[config.mk]
export PLATFORM = sky130hd
export DESIGN_NAME = fanout_fork_buffer
export DESIGN_NICKNAME = d
export VERILOG_FILES = /design/src/rtl/fanout_fork_buffer.sv
export SDC_FILE = /design/constraint.sdc
export NUM_CORES = 1
export LEC_CHECK = 0
export CAP_MARGIN = 5
export CORE_MARGIN = 3
export CORE_UTILIZATION = 38
export DETAILED_ROUTE_END_ITERATION = 16
export PLACE_DENSITY = 0.72
export SYNTH_ARGS = -nofsm -noshare
export SYNTH_HDL_FRONTEND = slang
export SYNTH_SLANG_ARGS = --single-unit
[constraint.sdc]
create_clock -name CLK -period 2.94 [get_ports CLK]
set_input_delay 0.588 -clock CLK [delete_from_list [all_inputs] [get_ports CLK]]
set_output_delay 0.588 -clock CLK [all_outputs]
set_load 0.05 [all_outputs]
[src/rtl/fanout_fork_buffer.sv]
// Registered 1-to-N ready/valid fork: 2-entry buffer with per-branch "taken" tracking,
// so branches may accept the head word in different cycles and upstream ready never sees out_ready.
module fanout_fork_buffer #(
    parameter int unsigned NUM_OUT    = 7,
    parameter int unsigned DATA_WIDTH = 17
) (
    input  logic                  CLK,
    input  logic                  RESET,
    input  logic [NUM_OUT-1:0]    cfg_en,
    input  logic [NUM_OUT-1:0]    cfg_sel,
    input  logic [DATA_WIDTH-1:0] in_data,
    input  logic                  in_valid,
    output logic                  in_ready,
    output logic [DATA_WIDTH-1:0] out_data,
    output logic [NUM_OUT-1:0]    out_valid,
    input  logic [NUM_OUT-1:0]    out_ready,
    output logic [1:0]            occupancy
);

    logic [DATA_WIDTH-1:0] r_mem [2];
    logic                  r_head;
    logic                  r_tail;
    logic [1:0]            r_count;
    logic [NUM_OUT-1:0]    r_done;

    logic [NUM_OUT-1:0]    w_active;
    logic [NUM_OUT-1:0]    w_take;
    logic                  w_nonempty;
    logic                  w_pop;
    logic                  w_push;

    always_comb begin
        w_active   = cfg_en & cfg_sel;
        w_nonempty = (r_count != 2'd0);
        out_valid  = {NUM_OUT{w_nonempty}} & w_active & ~r_done;
        w_take     = out_valid & out_ready;
        // Inactive branches count as done, so a branch dropped mid-word cannot stall the head.
        w_pop      = w_nonempty & (&(~w_active | r_done | out_ready));
        // Only registered state (plus reset) feeds upstream ready; a full buffer never pushes through.
        in_ready   = ~RESET & (r_count != 2'd2);
        w_push     = in_valid & in_ready;
        out_data   = r_mem[r_head];
        occupancy  = r_count;
    end

    always_ff @(posedge CLK) begin
        if (w_push) begin
            r_mem[r_tail] <= in_data;
        end
    end

    always_ff @(posedge CLK) begin
        if (RESET) begin
            r_head  <= 1'b0;
            r_tail  <= 1'b0;
            r_count <= 2'd0;
            r_done  <= '0;
        end else begin
            if (w_push) begin
                r_tail <= ~r_tail;
            end
            if (w_pop) begin
                r_head <= ~r_head;
                r_done <= '0;
            end else begin
                r_done <= r_done | w_take;
            end
            if (w_push && !w_pop) begin
                r_count <= r_count + 2'd1;
            end else if (w_pop && !w_push) begin
                r_count <= r_count - 2'd1;
            end
        end
    end

endmodule
# == Word level (Yosys, flattened, before mapping) ==
# Memory sizes are Yosys's and may differ from the RTL's. A register that Yosys moved wholly into a read port is not among the register bits.
# Cells that the tools add are included.
# word_totals
regBits,11
ramBits,34
input_bits,41
output_inout_bits,27
wordCells,37
n_memories,1
# classes
add_sub_neg,2
n_eq_ne,1
n_mux,6
bitwise,15
reduce_logical,8
# memory_table
memory,depth,word_bits,read_ports,rd_ports_with_merged_regs,write_ports,line,rtl
r_mem,2,17,1,1,1,20,logic [DATA_WIDTH-1:0] r_mem [2];
# op_table
operator,n
7-bit AND,4
7-bit bitwise OR,3
7-bit NOT,2
7-bit AND reduction,1
1-bit two-way mux,4
2-bit two-way mux,2
2-bit nonzero test,2
1-bit AND,3
1-bit NOT,3
"2-bit by 1-bit adder with 2-bit output, second input constant",1
1-bit logical AND,2
1-bit zero test,2
"2-bit inequality test, second input constant",1
2-bit OR reduction,1
"2-bit by 1-bit subtractor with 2-bit output, second input constant",1

# == Depth between registers and ports, before layout ==
# Gate-level depths: netlist of run 1.
# depth
ltp_word,9
depth_mapped,7
ltp_nobuf,7

# == Least setup slack after synthesis of run 1 ==
# No wires, ideal clock.
# synth_path
path_kind,register -> output
from,register r_count[1] (netlist: occupancy[1])
to,output port out_valid[0]
arrival_ps,2059
t_required_ps,2352
setup_slack_ps,293
path_stages_with_launch,3
path_buffers,0
cell_sequence,dfxtp_1 -> nor2_2 -> nor3_1
# synth_between
elab_chain_len,3
# synth_rtl
element,line,rtl
from (decl),23,logic [1:0] r_count;
from (signal assigned),69,r_count <= r_count + 2'd1;
from (signal assigned),71,r_count <= r_count - 2'd1;
2-bit nonzero test,34,w_nonempty = (r_count != 2'd0);
7-bit AND (2 in series),35,out_valid = {NUM_OUT{w_nonempty}} & w_active & ~r_done;
to (decl),15,"output logic [NUM_OUT-1:0] out_valid,"
# No other way between the ends.

==> results of run 1 <==
sequential cells by signal, indices dropped and copies added (netlist names), named ones only:
register   flops
r_mem         34
r_done         7
occupancy      2
r_head         1
r_tail         1
per-layer routing:
layer  vias to the layer above  track usage
met5                         -            0
met4                         0      0.05243
met3                         7      0.06069
met2                        67       0.2589
met1                       597       0.1414
li1                        620            -
path summary, 6_finish.rpt:
kind	start	endpoint	slack, ns	cells after the start
setup / recovery	register	out_data[10]	0.40	3
hold / removal	r_done[5]	r_done[5]	0.52	2
hold reg to reg	r_done[5]	r_done[5]	0.52	2
setup reg to reg	occupancy[0]	occupancy[1]	0.96	6
logic make-up (layout without fill, tap and decap cells):
logic type                 Yosys count  after routing  share of synthesized area
xor gates and xnor gates             3              3                    0.01432
and+or+nand+nor                     39             39                     0.1261
DFF                                 46             46                     0.6871
muxes                               19             19                     0.1166
adders and majority gates            1              1                   0.006816
AOI/OAI and AO/OA                   12             12                    0.03817
buffers and inverters                5             81                    0.01091
area by class of cell:
cell class	instances	area share
clock buffers	5	0.02540
inverters	2	0.002771
clock inverters	3	0.01617
flip-flops and latches	46	0.4656
repair buffers	71	0.2605
well taps	52	0.02402
multi-input cells	74	0.2055
worst register-to-register path, delay by kind of cell (launching register included):
| family | cells | cell delay (ns) |
|---|---|---|
| AND/OR/NAND/NOR | 4 | 0.96 |
| adder cells (fa/ha/maj) | 1 | 0.37 |
| AO/OA/AOI/OAI | 1 | 0.14 |
| flip-flops | 1 | 0.46 |
synth_stat cells, types with 7 or more instances:
cell,number
nor4bb_1,7
nor2_1,10
dfxtp_1,12
mux2_2,17
nor3_1,7
a21oi_1,9
nand2_1,8
edfxtp_1,34
per-stage QoR:
step	setup WS, ns	hold slack, ns
5_1_grt	0.3281	0.5595
4_1_cts	0.3697	0.5219
2_1_floorplan	0.2934	0.4602
3_3_place_gp	0.3377	0.4720
6_report	0.3993	0.5163
3_5_place_dp	0.2900	0.4998
power by group:
part	internal [uW]	switching (uW)	total (uW)	leakage (uW)
clock	255	211	465	0.0000585
combinational	340	546	886	0.000501
sequential	770	42.6	812	0.000409
total	1360	799	2160	0.000969
==> impl_metrics.tcl, run 1 <==
set metrics [dict create \
    status "finished clean" \
    slew_headroom 0.6256 \
    max_freq_mhz 393.6 \
    fin_cells 253 \
    die_height_um 75.50 \
    path_clk_slew_ns 0.09 \
    cts_tree "built" \
    grt.total_usage 0.1415 \
    insertion_delay_ns 0.30 \
    antenna_found_initial 0 \
    yosysTopAreaCellShare 0.5562 \
    criticalPathCategory "register to primary output" \
    diodes 0 \
    vias 1291 \
    first_iter_violations 41 \
    netlist_area_sq_um 1836 \
    die_x_um 75.50 \
    ys.warnings.count 0 \
    skew_ns 0.006740 \
    dieArea_sq_um 5700 \
    min_period_ns 2.541 \
    synth_area_leaders "edfxtp_1 (56%), dfxtp_1 (13%), mux2_2 (10%), nor4bb_1 (3.8%), a21oi_1 (2.5%)" \
    yosys_most_used_dff "edfxtp_1" \
    core_area_sq_um 4504 \
    seq_area_frac_synth 0.6871 \
    cp_slowest_stage_delay_ns 0.71 \
    rsz0062_at_grt "no" \
    cts_setup_buffers 0 \
    cap_violations 0 \
    io_pins 68 \
    grt_pass1_wl_mm 5.858 \
    top_layer "met4" \
    area_delta_synth_final_pct 47.58 \
    hold_violations 0 \
    drive_gt1_frac 0.2040 \
    crit_required_ns 2.35 \
    syn_nets 167 \
    rows 24 \
    dp_cells 245 \
    grt.overflow.total 0 \
    routed_wl_mm 3.819 \
    setup_viol 0 \
    cts_root_buf "clkbuf_8" \
    multiInputGateArea_sq_um 556.8 \
    ant_nets 0 \
    wire_per_inst_um 15.09 \
    slowest_stage "clkdlybuf4s50_1" \
    crit_family "buffers and inverters" \
    synth.distinct_cells 24 \
    fin_crit_sh 0.8642 \
    startpoint_type "register" \
    drt_first_pass_iters 4 \
    layout_commonest_cell "clkdlybuf4s50_1" \
    fin_nets 242 \
    register_area_sq_um 1261 \
    layout_common_cells "clkdlybuf4s50_1 (59), edfxtp_1 (34), mux2_2 (17)" \
    vdd_drop_max_uv 342.3 \
    path_cells "buf_4 > mux2_2 > clkdlybuf4s50_1" \
    wl_met1_mm 1.361 \
    finalPower_uw 2163 \
    cp_max_fo 17 \
    vias_per_cell 5.103 \
    cts_buffers 5 \
    p_leak_uw 0.0009690 \
    place_area_sq_um 2596 \
    final_cell_area_sq_um 2709 \
    critPathBufInv 2 \
    p_per_area_nw_per_um2 798.6 \
    worst_pin_slew_ns 0.5541 \
    crit_path_end_kind "primary output" \
    gp_congestion 0.6615 \
    ctsHoldBuffers 0 \
    yosysTopAreaCell "edfxtp_1" \
    cts_buffer_depth 2 \
    htreeDepth 2 \
    drc 0 \
    async_flop_share 0 \
    n_fill_cell 367 \
    syn_area_per_cell_sq_um 14.68 \
    fin_util 0.6014 \
    grt_max_degree 18 \
    route.met2.wl_mm 2.025 \
    synth_edf_count 34 \
    cts_resized 0 \
    maxSlewViolCount 0 \
    start_util 0.4075 \
    synth.ff_latch_count 46 \
    port_buffers 67 \
    syn_inst 125 \
    hp-class "register to register" \
    route.met3.wl_um 374 \
    dp_hpwl_mm 2.919 \
    cts_sinks 46 \
    tns_ns 0 \
    grt_pass1_vias 1361 \
    critPathArrivalTime_ns 1.95 \
]
No activity file was read; power rests on OpenSTA's default activity.
==> run 2, diff against run 1 <==
--- a/config.mk
+++ b/config.mk
@@ -6,10 +6,13 @@
 export NUM_CORES = 1
 export LEC_CHECK = 0
 export CAP_MARGIN = 5
+export CELL_PAD_IN_SITES_DETAIL_PLACEMENT = 0
+export CELL_PAD_IN_SITES_GLOBAL_PLACEMENT = 2
 export CORE_MARGIN = 3
-export CORE_UTILIZATION = 38
+export CORE_UTILIZATION = 28
 export DETAILED_ROUTE_END_ITERATION = 16
-export PLACE_DENSITY = 0.72
+export PLACE_DENSITY = 0.8
+export SKIP_CTS_REPAIR_TIMING = 1
 export SYNTH_ARGS = -nofsm -noshare
 export SYNTH_HDL_FRONTEND = slang
 export SYNTH_SLANG_ARGS = --single-unit
==> constraint.sdc (replaced) <==
create_clock -name CLK -period 2.94 [get_ports CLK]
set_input_delay 0.588 -clock CLK [delete_from_list [all_inputs] [get_ports CLK]]
set_output_delay 0.588 -clock CLK [all_outputs]
set_load 0.01 [all_outputs]
==> run 2 against run 1 <==
Net effect:
- wire length up 0.86%
- die area up 33%
- via count down 3.4%
- largest cell class unchanged
- power down 17%
- clock skew down 0.0019 ns
- highest routed layer is now met3
==> impl_metrics.tcl, run 2 (synthesized netlist as in run 1, its figures left out) <==
set metrics [dict create \
    status "finished clean" \
    cts_tree "built" \
    max_freq_mhz 394.0 \
    final_cell_area_sq_um 2715 \
    grt.overflow.total 0 \
    n_fill_cell 571 \
    grt_max_degree 18 \
    fin_cells 277 \
    cap_violations 0 \
    crit_family "buffers and inverters" \
    fin_crit_sh 0.8632 \
    preCtsSetupSlack_ns 0.2373 \
    cts_buffers 5 \
    port_buffers 67 \
    start_util 0.2994 \
    slew_headroom 0.6525 \
    criticalPathCategory "input port to primary output" \
    register_area_sq_um 1261 \
    grt_pass1_wl_mm 6.092 \
    largest-register "r_mem" \
    core_area_sq_um 6131 \
    p_leak_uw 0.0009388 \
    p_per_area_nw_per_um2 660.3 \
    setup_viol 0 \
    vdd_drop_max_uv 258.9 \
    crit_path_end_kind "primary output" \
    layout_commonest_cell "clkdlybuf4s50_1" \
    cp_max_fo 2 \
    slowest_stage "clkdlybuf4s50_1" \
    dp_hpwl_mm 2.902 \
    min_period_ns 2.538 \
    vias 1247 \
    vias_per_cell 4.502 \
    first_iter_violations 37 \
    drc 0 \
    cts_sinks 46 \
    fin_nets 243 \
    crit_required_ns 2.35 \
    hold_violations 0 \
    tns_ns 0 \
    diodes 0 \
    layout_common_cells "clkdlybuf4s50_1 (67), edfxtp_1 (34), mux2_2 (17)" \
    cp_slowest_stage_delay_ns 0.60 \
    path_clk_slew_ns 0.09 \
    ant_nets 0 \
    rsz0062_at_grt "no" \
    critPathArrivalTime_ns 1.95 \
    antenna_found_initial 0 \
    drive_gt1_frac 0.1634 \
    grt_pass1_vias 1343 \
    startpoint_type "input port" \
    rows 28 \
    insertion_delay_ns 0.29 \
    routed_wl_mm 3.852 \
    skew_ns 0.004823 \
    critPathBufInv 2 \
    worst_pin_slew_ns 0.5143 \
    cts_root_buf "clkbuf_8" \
    die_x_um 86.97 \
    cts_buffer_depth 2 \
    die_height_um 86.97 \
    grt.total_usage 0.1047 \
    htreeDepth 2 \
    wire_per_inst_um 13.91 \
    largest_reg_flops 34 \
    dieArea_sq_um 7563 \
    path_cells "clkdlybuf4s50_1 > nand2_1 > nor3_1 > clkdlybuf4s50_1" \
    place_area_sq_um 2625 \
    gp_congestion 0.7333 \
    dp_cells 269 \
    io_pins 68 \
    drt_first_pass_iters 4 \
    timing.final.ws_setup_ns 0.4022 \
    maxSlewViolCount 0 \
    multiInputGateArea_sq_um 554.3 \
    crit_top_cell "clkdlybuf4s50_1" \
    area_delta_synth_final_pct 47.92 \
    hp-class "register to register" \
]
run 2: cell count changes in the layout (fill, tap and decap cells not counted):
cell | before | now
clkdlybuf4s50_1 | 59 | 67
clkinvlp_4 | 0 | 1
nor2b_1 | 1 | 2
buf_4 | 10 | 5
clkinv_4 | 0 | 1
bufinv_16 | 1 | 0
buf_12 | 2 | 0
inv_6 | 1 | 0
nor2b_2 | 1 | 0
run 2: per-layer routing:
metal	GRT usage	vias to the layer above	wire, um
met5	0	-	0
met4	0.01700	0	0
met3	0.04352	0	370
met2	0.1787	57	1863
met1	0.1251	572	1618
li1	-	618	-
run 2: final timing paths:
check,from,end,slack (ns),depth (start not counted)
min reg2reg,r_done[6],r_done[6],0.51,2
min,r_done[6],r_done[6],0.51,2
max reg2reg,occupancy[1],occupancy[1],0.90,6
max,cfg_sel[5],out_valid[5],0.40,4
run 2: power breakdown:
part	leakage [uW]	switching, uW	internal [uW]
sequential	0.000409	39.9	770
clock	0.0000441	214	167
combinational	0.000485	259	344
run 2: metrics by stage:
step / util / hold WS (ns) / total power (uW)
after global placement: 0.4282 / 0.4801 / 1425
after CTS: 0.4429 / 0.5156 / 1825
final: 0.4429 / 0.5081 / 1793
after detailed placement: 0.4282 / 0.4925 / 1437
after floorplan: - / 0.4602 / 1127
after global routing: 0.4429 / 0.5381 / 1898
run 2: worst register-to-register path, delay by kind of cell, from the launching register on:
kind	cells	cell delay [ns]
flip-flops	1	0.45
AND/OR/NAND/NOR	4	0.98
adder cells (fa/ha/maj)	1	0.36
AO/OA/AOI/OAI	1	0.17
run 2: cell type report:
cell class / instances / area share
clock buffer: 5 / 0.02535
inverter: 2 / 0.002765
multi-input combinational: 74 / 0.2041
tap: 75 / 0.03456
clock inverter: 3 / 0.007834
sequential: 46 / 0.4645
timing repair buffer: 72 / 0.2608
